### config.mk
export PLATFORM = sky130hd
export DESIGN_NAME = ps2_frame_receiver
export DESIGN_NICKNAME = d
export VERILOG_FILES = /design/src/rtl/ps2_pkg.sv /design/src/rtl/ps2_input_filter.sv /design/src/rtl/ps2_frame_receiver.sv
export SDC_FILE = /design/constraint.sdc
export NUM_CORES = 1
export LEC_CHECK = 0
export ABC_AREA = 1
export BUFFER_PORTS_ARGS = -buffer_cell sky130_fd_sc_hd__buf_2
export CAP_MARGIN = 20
export CORE_AREA = 2 2 65 67
export DETAILED_ROUTE_END_ITERATION = 10
export DIE_AREA = 0 0 67 69
export GPL_TIMING_DRIVEN = 0
export PLACE_DENSITY = 0.91
export SYNTH_ARGS = -nofsm -noshare
export SYNTH_HDL_FRONTEND = slang
export SYNTH_SLANG_ARGS = --single-unit
### constraint.sdc
create_clock -name clk -period 4.1 [get_ports clk]
set_input_delay 1.025 -clock clk [delete_from_list [all_inputs] [get_ports clk]]
set_output_delay 1.025 -clock clk [all_outputs]
set_load 0.01 [all_outputs]
### src/rtl/ps2_pkg.sv
// Shared constants and types for the PS/2 device-to-host frame receiver.
package ps2_pkg;

  localparam int FRAME_BITS = 11;

  // Bit positions inside the assembled frame (index 0 is the first bit on the wire)
  localparam int START_POS = 0;
  localparam int PAR_POS   = 9;
  localparam int STOP_POS  = 10;

  typedef enum logic {
    ST_IDLE  = 1'b0,
    ST_SHIFT = 1'b1
  } ps2_state_e;

  // Extracts d7..d0 from an assembled frame (d0 sits just after the start bit)
  function automatic logic [7:0] frame_data(input logic [FRAME_BITS-1:0] frame);
    return frame[PAR_POS-1:START_POS+1];
  endfunction

endpackage

### src/rtl/ps2_input_filter.sv
// Input conditioning for the PS/2 pins: synchronisers on both pins, a
// consecutive-sample glitch filter on ps2_clk and a falling-edge pulse.
module ps2_input_filter #(
  parameter int SYNC_STAGES = 2,
  parameter int FILTER_LEN  = 4
) (
  input  logic clk,
  input  logic rst,
  input  logic ps2_clk,
  input  logic ps2_data,
  output logic fall,
  output logic data_s
);

  localparam int CNT_W = (FILTER_LEN > 1) ? $clog2(FILTER_LEN) : 1;

  logic [SYNC_STAGES-1:0] clk_sync_q, clk_sync_d;
  logic [SYNC_STAGES-1:0] data_sync_q, data_sync_d;
  logic                   clk_s;
  logic                   filt_q, filt_d;
  logic [CNT_W-1:0]       cnt_q, cnt_d;
  logic                   fall_q, fall_d;

  assign clk_s  = clk_sync_q[SYNC_STAGES-1];
  assign data_s = data_sync_q[SYNC_STAGES-1];
  assign fall   = fall_q;

  // Next-state: shift the synchronisers, count disagreeing samples, flag a filtered 1->0
  always_comb begin
    clk_sync_d  = {clk_sync_q[SYNC_STAGES-2:0], ps2_clk};
    data_sync_d = {data_sync_q[SYNC_STAGES-2:0], ps2_data};
    filt_d      = filt_q;
    cnt_d       = '0;
    if (clk_s != filt_q) begin
      // The filtered level flips on the FILTER_LEN-th consecutive disagreeing sample;
      // any agreeing sample in between restarts the count.
      if (cnt_q == CNT_W'(FILTER_LEN - 1)) begin
        filt_d = clk_s;
      end else begin
        cnt_d = cnt_q + 1'b1;
      end
    end
    fall_d = filt_q & ~filt_d;
  end

  // State registers; an idle PS/2 bus sits high, so synchronisers and filter reset high
  always_ff @(posedge clk or posedge rst) begin
    if (rst) begin
      clk_sync_q  <= '1;
      data_sync_q <= '1;
      filt_q      <= 1'b1;
      cnt_q       <= '0;
      fall_q      <= 1'b0;
    end else begin
      clk_sync_q  <= clk_sync_d;
      data_sync_q <= data_sync_d;
      filt_q      <= filt_d;
      cnt_q       <= cnt_d;
      fall_q      <= fall_d;
    end
  end

endmodule

### src/rtl/ps2_frame_receiver.sv
// Deserialises one 11-bit PS/2 device-to-host frame and presents scan code,
// framing bits and parity bit with a one-cycle frame_valid strobe.
//
//  state    | meaning
//  ---------+-----------------------------------------------------------
//  ST_IDLE  | waiting for the start-bit falling edge
//  ST_SHIFT | collecting bits 1..10, watching the inter-edge timeout
module ps2_frame_receiver
  import ps2_pkg::*;
#(
  parameter int SYNC_STAGES    = 2,
  parameter int FILTER_LEN     = 4,
  parameter int TIMEOUT_CYCLES = 50000
) (
  input  logic       clk,
  input  logic       rst,
  input  logic       ps2_clk,
  input  logic       ps2_data,
  output logic [7:0] scan_code,
  output logic [1:0] comm_init_bits,
  output logic       parity_bit,
  output logic       frame_valid,
  output logic       frame_error,
  output logic       busy
);

  localparam int TMO_W = $clog2(TIMEOUT_CYCLES);

  logic                  fall;
  logic                  data_s;

  ps2_state_e            state_q, state_d;
  logic [3:0]            bit_cnt_q, bit_cnt_d;
  logic [FRAME_BITS-1:0] shift_q, shift_d;
  logic [FRAME_BITS-1:0] frame_w;
  logic [TMO_W-1:0]      tmo_q, tmo_d;
  logic [7:0]            scan_q, scan_d;
  logic [1:0]            init_q, init_d;
  logic                  par_q, par_d;
  logic                  valid_q, valid_d;
  logic                  err_q, err_d;

  ps2_input_filter #(
    .SYNC_STAGES (SYNC_STAGES),
    .FILTER_LEN  (FILTER_LEN)
  ) u_input_filter (
    .clk      (clk),
    .rst      (rst),
    .ps2_clk  (ps2_clk),
    .ps2_data (ps2_data),
    .fall     (fall),
    .data_s   (data_s)
  );

  // Next-state and output-register logic for the frame FSM
  always_comb begin
    state_d   = state_q;
    bit_cnt_d = bit_cnt_q;
    shift_d   = shift_q;
    tmo_d     = tmo_q;
    scan_d    = scan_q;
    init_d    = init_q;
    par_d     = par_q;
    valid_d   = 1'b0;
    err_d     = 1'b0;
    // Bits enter at the top and move down, so after 11 samples the first bit is at index 0
    frame_w   = {data_s, shift_q[FRAME_BITS-1:1]};

    case (state_q)
      ST_IDLE: begin
        tmo_d = '0;
        if (fall) begin
          shift_d   = {data_s, {(FRAME_BITS-1){1'b0}}};
          bit_cnt_d = 4'd1;
          state_d   = ST_SHIFT;
        end
      end
      ST_SHIFT: begin
        // A fall coinciding with timeout expiry wins: it is tested first
        if (fall) begin
          tmo_d     = '0;
          shift_d   = frame_w;
          bit_cnt_d = bit_cnt_q + 4'd1;
          if (bit_cnt_q == 4'(STOP_POS)) begin
            state_d   = ST_IDLE;
            bit_cnt_d = '0;
            shift_d   = '0;
            scan_d    = frame_data(frame_w);
            init_d    = {frame_w[START_POS], ~frame_w[STOP_POS]};
            par_d     = frame_w[PAR_POS];
            valid_d   = 1'b1;
          end
        end else if (tmo_q == TMO_W'(TIMEOUT_CYCLES - 1)) begin
          state_d   = ST_IDLE;
          bit_cnt_d = '0;
          shift_d   = '0;
          tmo_d     = '0;
          err_d     = 1'b1;
        end else if (tmo_q != '1) begin
          tmo_d = tmo_q + 1'b1;
        end
      end
      default: begin
        state_d = ST_IDLE;
      end
    endcase
  end

  // State and output registers; reset discards any partial frame without a strobe
  always_ff @(posedge clk or posedge rst) begin
    if (rst) begin
      state_q   <= ST_IDLE;
      bit_cnt_q <= '0;
      shift_q   <= '0;
      tmo_q     <= '0;
      scan_q    <= 8'h00;
      init_q    <= 2'b11;
      par_q     <= 1'b0;
      valid_q   <= 1'b0;
      err_q     <= 1'b0;
    end else begin
      state_q   <= state_d;
      bit_cnt_q <= bit_cnt_d;
      shift_q   <= shift_d;
      tmo_q     <= tmo_d;
      scan_q    <= scan_d;
      init_q    <= init_d;
      par_q     <= par_d;
      valid_q   <= valid_d;
      err_q     <= err_d;
    end
  end

  assign scan_code      = scan_q;
  assign comm_init_bits = init_q;
  assign parity_bit     = par_q;
  assign frame_valid    = valid_q;
  assign frame_error    = err_q;
  assign busy           = (state_q == ST_SHIFT);

endmodule
==> run_summary.xml <==
<?xml version="1.0" encoding="UTF-8"?>
<metrics>
  <group name="run_status">
    <metric name="outcome" unit="">complete, no violations</metric>
  </group>
  <group name="synthesis">
    <metric name="async_set_reset_flop_share_out_of_synthesis" unit="%">100</metric>
    <metric name="yosysWarnings" unit="">0</metric>
    <metric name="syn-instance-count" unit="">294</metric>
    <metric name="synth_sequential_area_ratio" unit="%">53.5</metric>
    <metric name="yosys_register_bits" unit="">52</metric>
    <metric name="synthesis.area_per_instance" unit="um^2">8.33</metric>
    <metric name="synth_edf_count" unit="">0</metric>
    <metric name="yosys.area.top_type" unit="">sky130_fd_sc_hd__dfrtp_1</metric>
    <metric name="ys.flop_type" unit="">sky130_fd_sc_hd__dfrtp_1</metric>
    <metric name="netlist_area" unit="um^2">2450</metric>
    <metric name="synth_top_area_share" unit="%">46.0</metric>
    <metric name="most_numerous_cell_in_the_yosys_netlist" unit="">sky130_fd_sc_hd__nand2_1</metric>
    <metric name="synth_cell_types" unit="">29</metric>
    <metric name="synth_top_area_cells" unit="">sky130_fd_sc_hd__dfrtp_1, sky130_fd_sc_hd__nand2_1, sky130_fd_sc_hd__dfstp_2, sky130_fd_sc_hd__nand3_1, sky130_fd_sc_hd__nor2_1</metric>
    <metric name="synth.top_cells.by_count" unit="">sky130_fd_sc_hd__nand2_1, sky130_fd_sc_hd__dfrtp_1, sky130_fd_sc_hd__nor2_1</metric>
    <metric name="syn_nets" unit="">302</metric>
  </group>
  <group name="placement">
    <metric name="port_buf_inserts" unit="">17</metric>
    <metric name="gpl.final_weighted_congestion" unit="">0.846</metric>
    <metric name="dp_hpwl" unit="mm">3.53</metric>
  </group>
  <group name="worst_setup_path">
    <metric name="worst_path_dominant_cell_family" unit="">flip-flops</metric>
    <metric name="worstPathCellList" unit="">buf_2</metric>
    <metric name="worstSetupEndpointType" unit="">output pin</metric>
    <metric name="slowest_stage" unit="">sky130_fd_sc_hd__dfstp_2</metric>
    <metric name="critPathArrivalTime" unit="ns">0.98</metric>
    <metric name="crit_required" unit="ns">3.07</metric>
    <metric name="timing.critical_path.fanout_max" unit="">2</metric>
    <metric name="worstSetupStartpointType" unit="">flop</metric>
    <metric name="critical_path.n_buffers_inverters" unit="">1</metric>
    <metric name="crit_path_max_incr_delay" unit="ns">0.54</metric>
    <metric name="critPathKind" unit="">flop to output pin</metric>
  </group>
  <group name="clock_tree">
    <metric name="postCtsSetupRepairBufs" unit="">0</metric>
    <metric name="ctsHtreeMaxLevel" unit="">2</metric>
    <metric name="cts.reportedPaths.clkPinSlew" unit="ns">0.11</metric>
    <metric name="cts_tree" unit="">yes</metric>
    <metric name="post_cts_resize_count" unit="">0</metric>
    <metric name="cts_hold_buf" unit="">0</metric>
    <metric name="cts_root_buf" unit="">sky130_fd_sc_hd__clkbuf_8</metric>
    <metric name="clk-insertion-delay-late" unit="ns">0.32</metric>
    <metric name="clock_sink_count" unit="">52</metric>
    <metric name="cts_made_buffers" unit="">5</metric>
    <metric name="cts-root-to-sink-buffers" unit="">2</metric>
  </group>
  <group name="finish">
    <metric name="antenna_cells_inserted" unit="">0</metric>
    <metric name="layout-drive-gt1-share" unit="%">16.6</metric>
    <metric name="syn2layout_area_growth" unit="%">10.8</metric>
    <metric name="nets_final" unit="">327</metric>
  </group>
  <group name="sta">
    <metric name="slew_viol_final" unit="">0</metric>
    <metric name="slew-limit-headroom" unit="%">63.6</metric>
    <metric name="tightestPinTransition" unit="ns">0.545</metric>
    <metric name="hold_viol" unit="">0</metric>
    <metric name="setup_viol" unit="">0</metric>
    <metric name="timing.setup.tns" unit="ns">0</metric>
    <metric name="fin_worst_skew" unit="ns">0.0149</metric>
    <metric name="rsz0062_at_grt" unit="">no</metric>
    <metric name="final_critical_path_required_period" unit="ns">2.01</metric>
    <metric name="peak_clock_frequency_supported_by_timing" unit="GHz">0.498</metric>
    <metric name="fin_crit_sh" unit="%">48.9</metric>
  </group>
  <group name="route">
    <metric name="met3RoutedLength" unit="um">251</metric>
    <metric name="firstDrtPassIters" unit="">4</metric>
    <metric name="drt.antenna.violating_nets" unit="">0</metric>
    <metric name="detail_route.vias_per_cell" unit="">5.44</metric>
    <metric name="detailroute.via_count" unit="">2014</metric>
    <metric name="first_iter_violations" unit="">110</metric>
    <metric name="drt-met1-wl" unit="mm">2.22</metric>
    <metric name="met2_wire_length" unit="mm">2.34</metric>
    <metric name="routed_wl" unit="mm">4.88</metric>
    <metric name="routedWlPerCell" unit="um">13.2</metric>
    <metric name="remaining_drc_errors" unit="">0</metric>
    <metric name="maxUsedRoutingLayer" unit="">met4</metric>
  </group>
  <group name="global_route">
    <metric name="first_global_vias" unit="">1877</metric>
    <metric name="grt_antenna_before_repair" unit="">0</metric>
    <metric name="maximum_number_of_pins_on_one_net_before_global_route_repair" unit="">39</metric>
    <metric name="grt_remaining_overflow" unit="">0</metric>
    <metric name="first_pass_grt_wire_length" unit="mm">8.35</metric>
    <metric name="track_usage" unit="%">23.6</metric>
  </group>
  <group name="power_and_ir_drop">
    <metric name="total_power" unit="mW">1.23</metric>
    <metric name="sequentialPowerShare" unit="%">53.4</metric>
    <metric name="power.density" unit="nW/um^2">453</metric>
    <metric name="power.switching_fraction" unit="%">34.5</metric>
    <metric name="worst_supply_voltage_drop_on_vdd" unit="mV">0.315</metric>
    <metric name="power_leakage" unit="nW">1.39</metric>
    <metric name="power_frac_clock" unit="%">25.0</metric>
    <metric name="power_share_of_the_combinational_group" unit="%">21.6</metric>
    <metric name="internal-power" unit="uW">805</metric>
    <metric name="switching_power" unit="uW">425</metric>
  </group>
  <group name="hold_path">
    <metric name="min_path_type" unit="">flop to flop</metric>
  </group>
  <group name="floorplanning">
    <metric name="die_area" unit="um^2">4620</metric>
    <metric name="initial_core_util" unit="%">62.6</metric>
    <metric name="fp.dieW" unit="um">67</metric>
    <metric name="rows" unit="">23</metric>
    <metric name="core" unit="um^2">3910</metric>
    <metric name="dieHeight" unit="um">69</metric>
    <metric name="number_of_i_o_pins" unit="">18</metric>
  </group>
  <group name="job">
    <metric name="drv.max_cap_violation_count" unit="">0</metric>
  </group>
</metrics>
==> power groups by stage <==
stage                     combinational [mW]  sequential, mW  clock [mW]
after floorplan                        0.197           0.649           0
after global placement                 0.248           0.659           0
after detailed placement               0.267           0.664           0
after CTS                              0.268           0.655       0.311
after global routing                   0.316           0.666       0.335
final                                  0.265           0.656       0.308
==> placed cells by master (no fill, tap or decap) <==
cell,n
sky130_fd_sc_hd__nand2_1,87
sky130_fd_sc_hd__dfrtp_1,45
sky130_fd_sc_hd__nor2_1,37
sky130_fd_sc_hd__nand3_1,31
sky130_fd_sc_hd__inv_1,28
sky130_fd_sc_hd__buf_2,20
sky130_fd_sc_hd__nand4_1,8
sky130_fd_sc_hd__dfstp_2,7
sky130_fd_sc_hd__o21ai_0,6
sky130_fd_sc_hd__nor3_1,6
sky130_fd_sc_hd__nor2_2,5
sky130_fd_sc_hd__clkbuf_8,5
sky130_fd_sc_hd__o21ai_1,4
sky130_fd_sc_hd__ha_1,4
sky130_fd_sc_hd__inv_2,3
sky130_fd_sc_hd__a21oi_1,3
sky130_fd_sc_hd__nor2_4,2
sky130_fd_sc_hd__buf_6,2
sky130_fd_sc_hd__xor2_1,2
sky130_fd_sc_hd__nand3_2,1
sky130_fd_sc_hd__buf_1,1
sky130_fd_sc_hd__o31ai_1,1
sky130_fd_sc_hd__nand2_2,1
sky130_fd_sc_hd__nand4_4,1
sky130_fd_sc_hd__buf_4,1
sky130_fd_sc_hd__a211oi_2,1
sky130_fd_sc_hd__a31oi_1,1
sky130_fd_sc_hd__o211ai_1,1
sky130_fd_sc_hd__xnor2_1,1
sky130_fd_sc_hd__and2_1,1
sky130_fd_sc_hd__inv_8,1
sky130_fd_sc_hd__clkinv_4,1
sky130_fd_sc_hd__clkinvlp_4,1
sky130_fd_sc_hd__buf_12,1
==> flip-flops by register name (all words and copies together), names as in the netlist <==
name / flops
tmo_q: 16
shift_q: 10
scan_code: 8
bit_cnt_q: 4
comm_init_bits: 2
u_input_filter.clk_sync_q: 2
u_input_filter.cnt_q: 2
u_input_filter.data_sync_q: 2
busy: 1
frame_error: 1
frame_valid: 1
parity_bit: 1
u_input_filter.fall: 1
u_input_filter.filt_q: 1
==> metrics by stage <==
stage | cells | utilization [%] | instance area, um^2 | hold WS (ns) | setup WS (ns)
floorplan | 294 | - | 2450 | 0.345 | 1.83
global placement | 361 | 66.3 | 2600 | 0.346 | 1.22
detailed placement | 362 | 66.8 | 2620 | 0.349 | 2.44
CTS | 370 | 69.3 | 2710 | 0.363 | 2.09
global route | 370 | 69.3 | 2710 | 0.366 | 2.04
finish | 370 | 69.3 | 2710 | 0.361 | 2.09
==> cell type report <==
| type | count | area [um^2] |
|---|---|---|
| Clock buffer | 5 | 68.8 |
| Multi-Input combinational cell | 204 | 973 |
| Fill cell | 315 | 1200 |
| Timing Repair Buffer | 18 | 105 |
| Sequential cell | 52 | 1310 |
| Inverter | 31 | 116 |
| Clock inverter | 3 | 27.5 |
| Tap cell | 50 | 62.6 |
| Buffer | 7 | 48.8 |
==> layer usage <==
layer	global-route usage, %	vias up
li1	-	980
met1	33.4	962
met2	35.1	66
met3	5.55	6
met4	9.52	0
met5	0	-
==> path summary, 6_finish.rpt <==
check	slack, ns	cells past startpoint	to	from
min in group asynchronous	0.67	2	tmo_q[11]	rst
worst max register to register	2.44	9	shift_q[2]	tmo_q[0]
worst min-delay path	0.36	0	u_input_filter.clk_sync_q[1]	u_input_filter.clk_sync_q[0]
max in group asynchronous	2.87	3	u_input_filter.data_sync_q[1]	rst
worst min register to register	0.36	0	u_input_filter.clk_sync_q[1]	u_input_filter.clk_sync_q[0]
worst max-delay path	2.09	1	comm_init_bits[1]	comm_init_bits[1]
==> cell families after synthesis <==
group / share of synthesized area [%]
compound gates: 4.04
simple gates: 32.6
flops: 53.5
xor+xnor: 1.07
buf+inv: 6.74
fa+ha+maj: 2.04
Note: power is estimated with default switching activity, not from simulation.
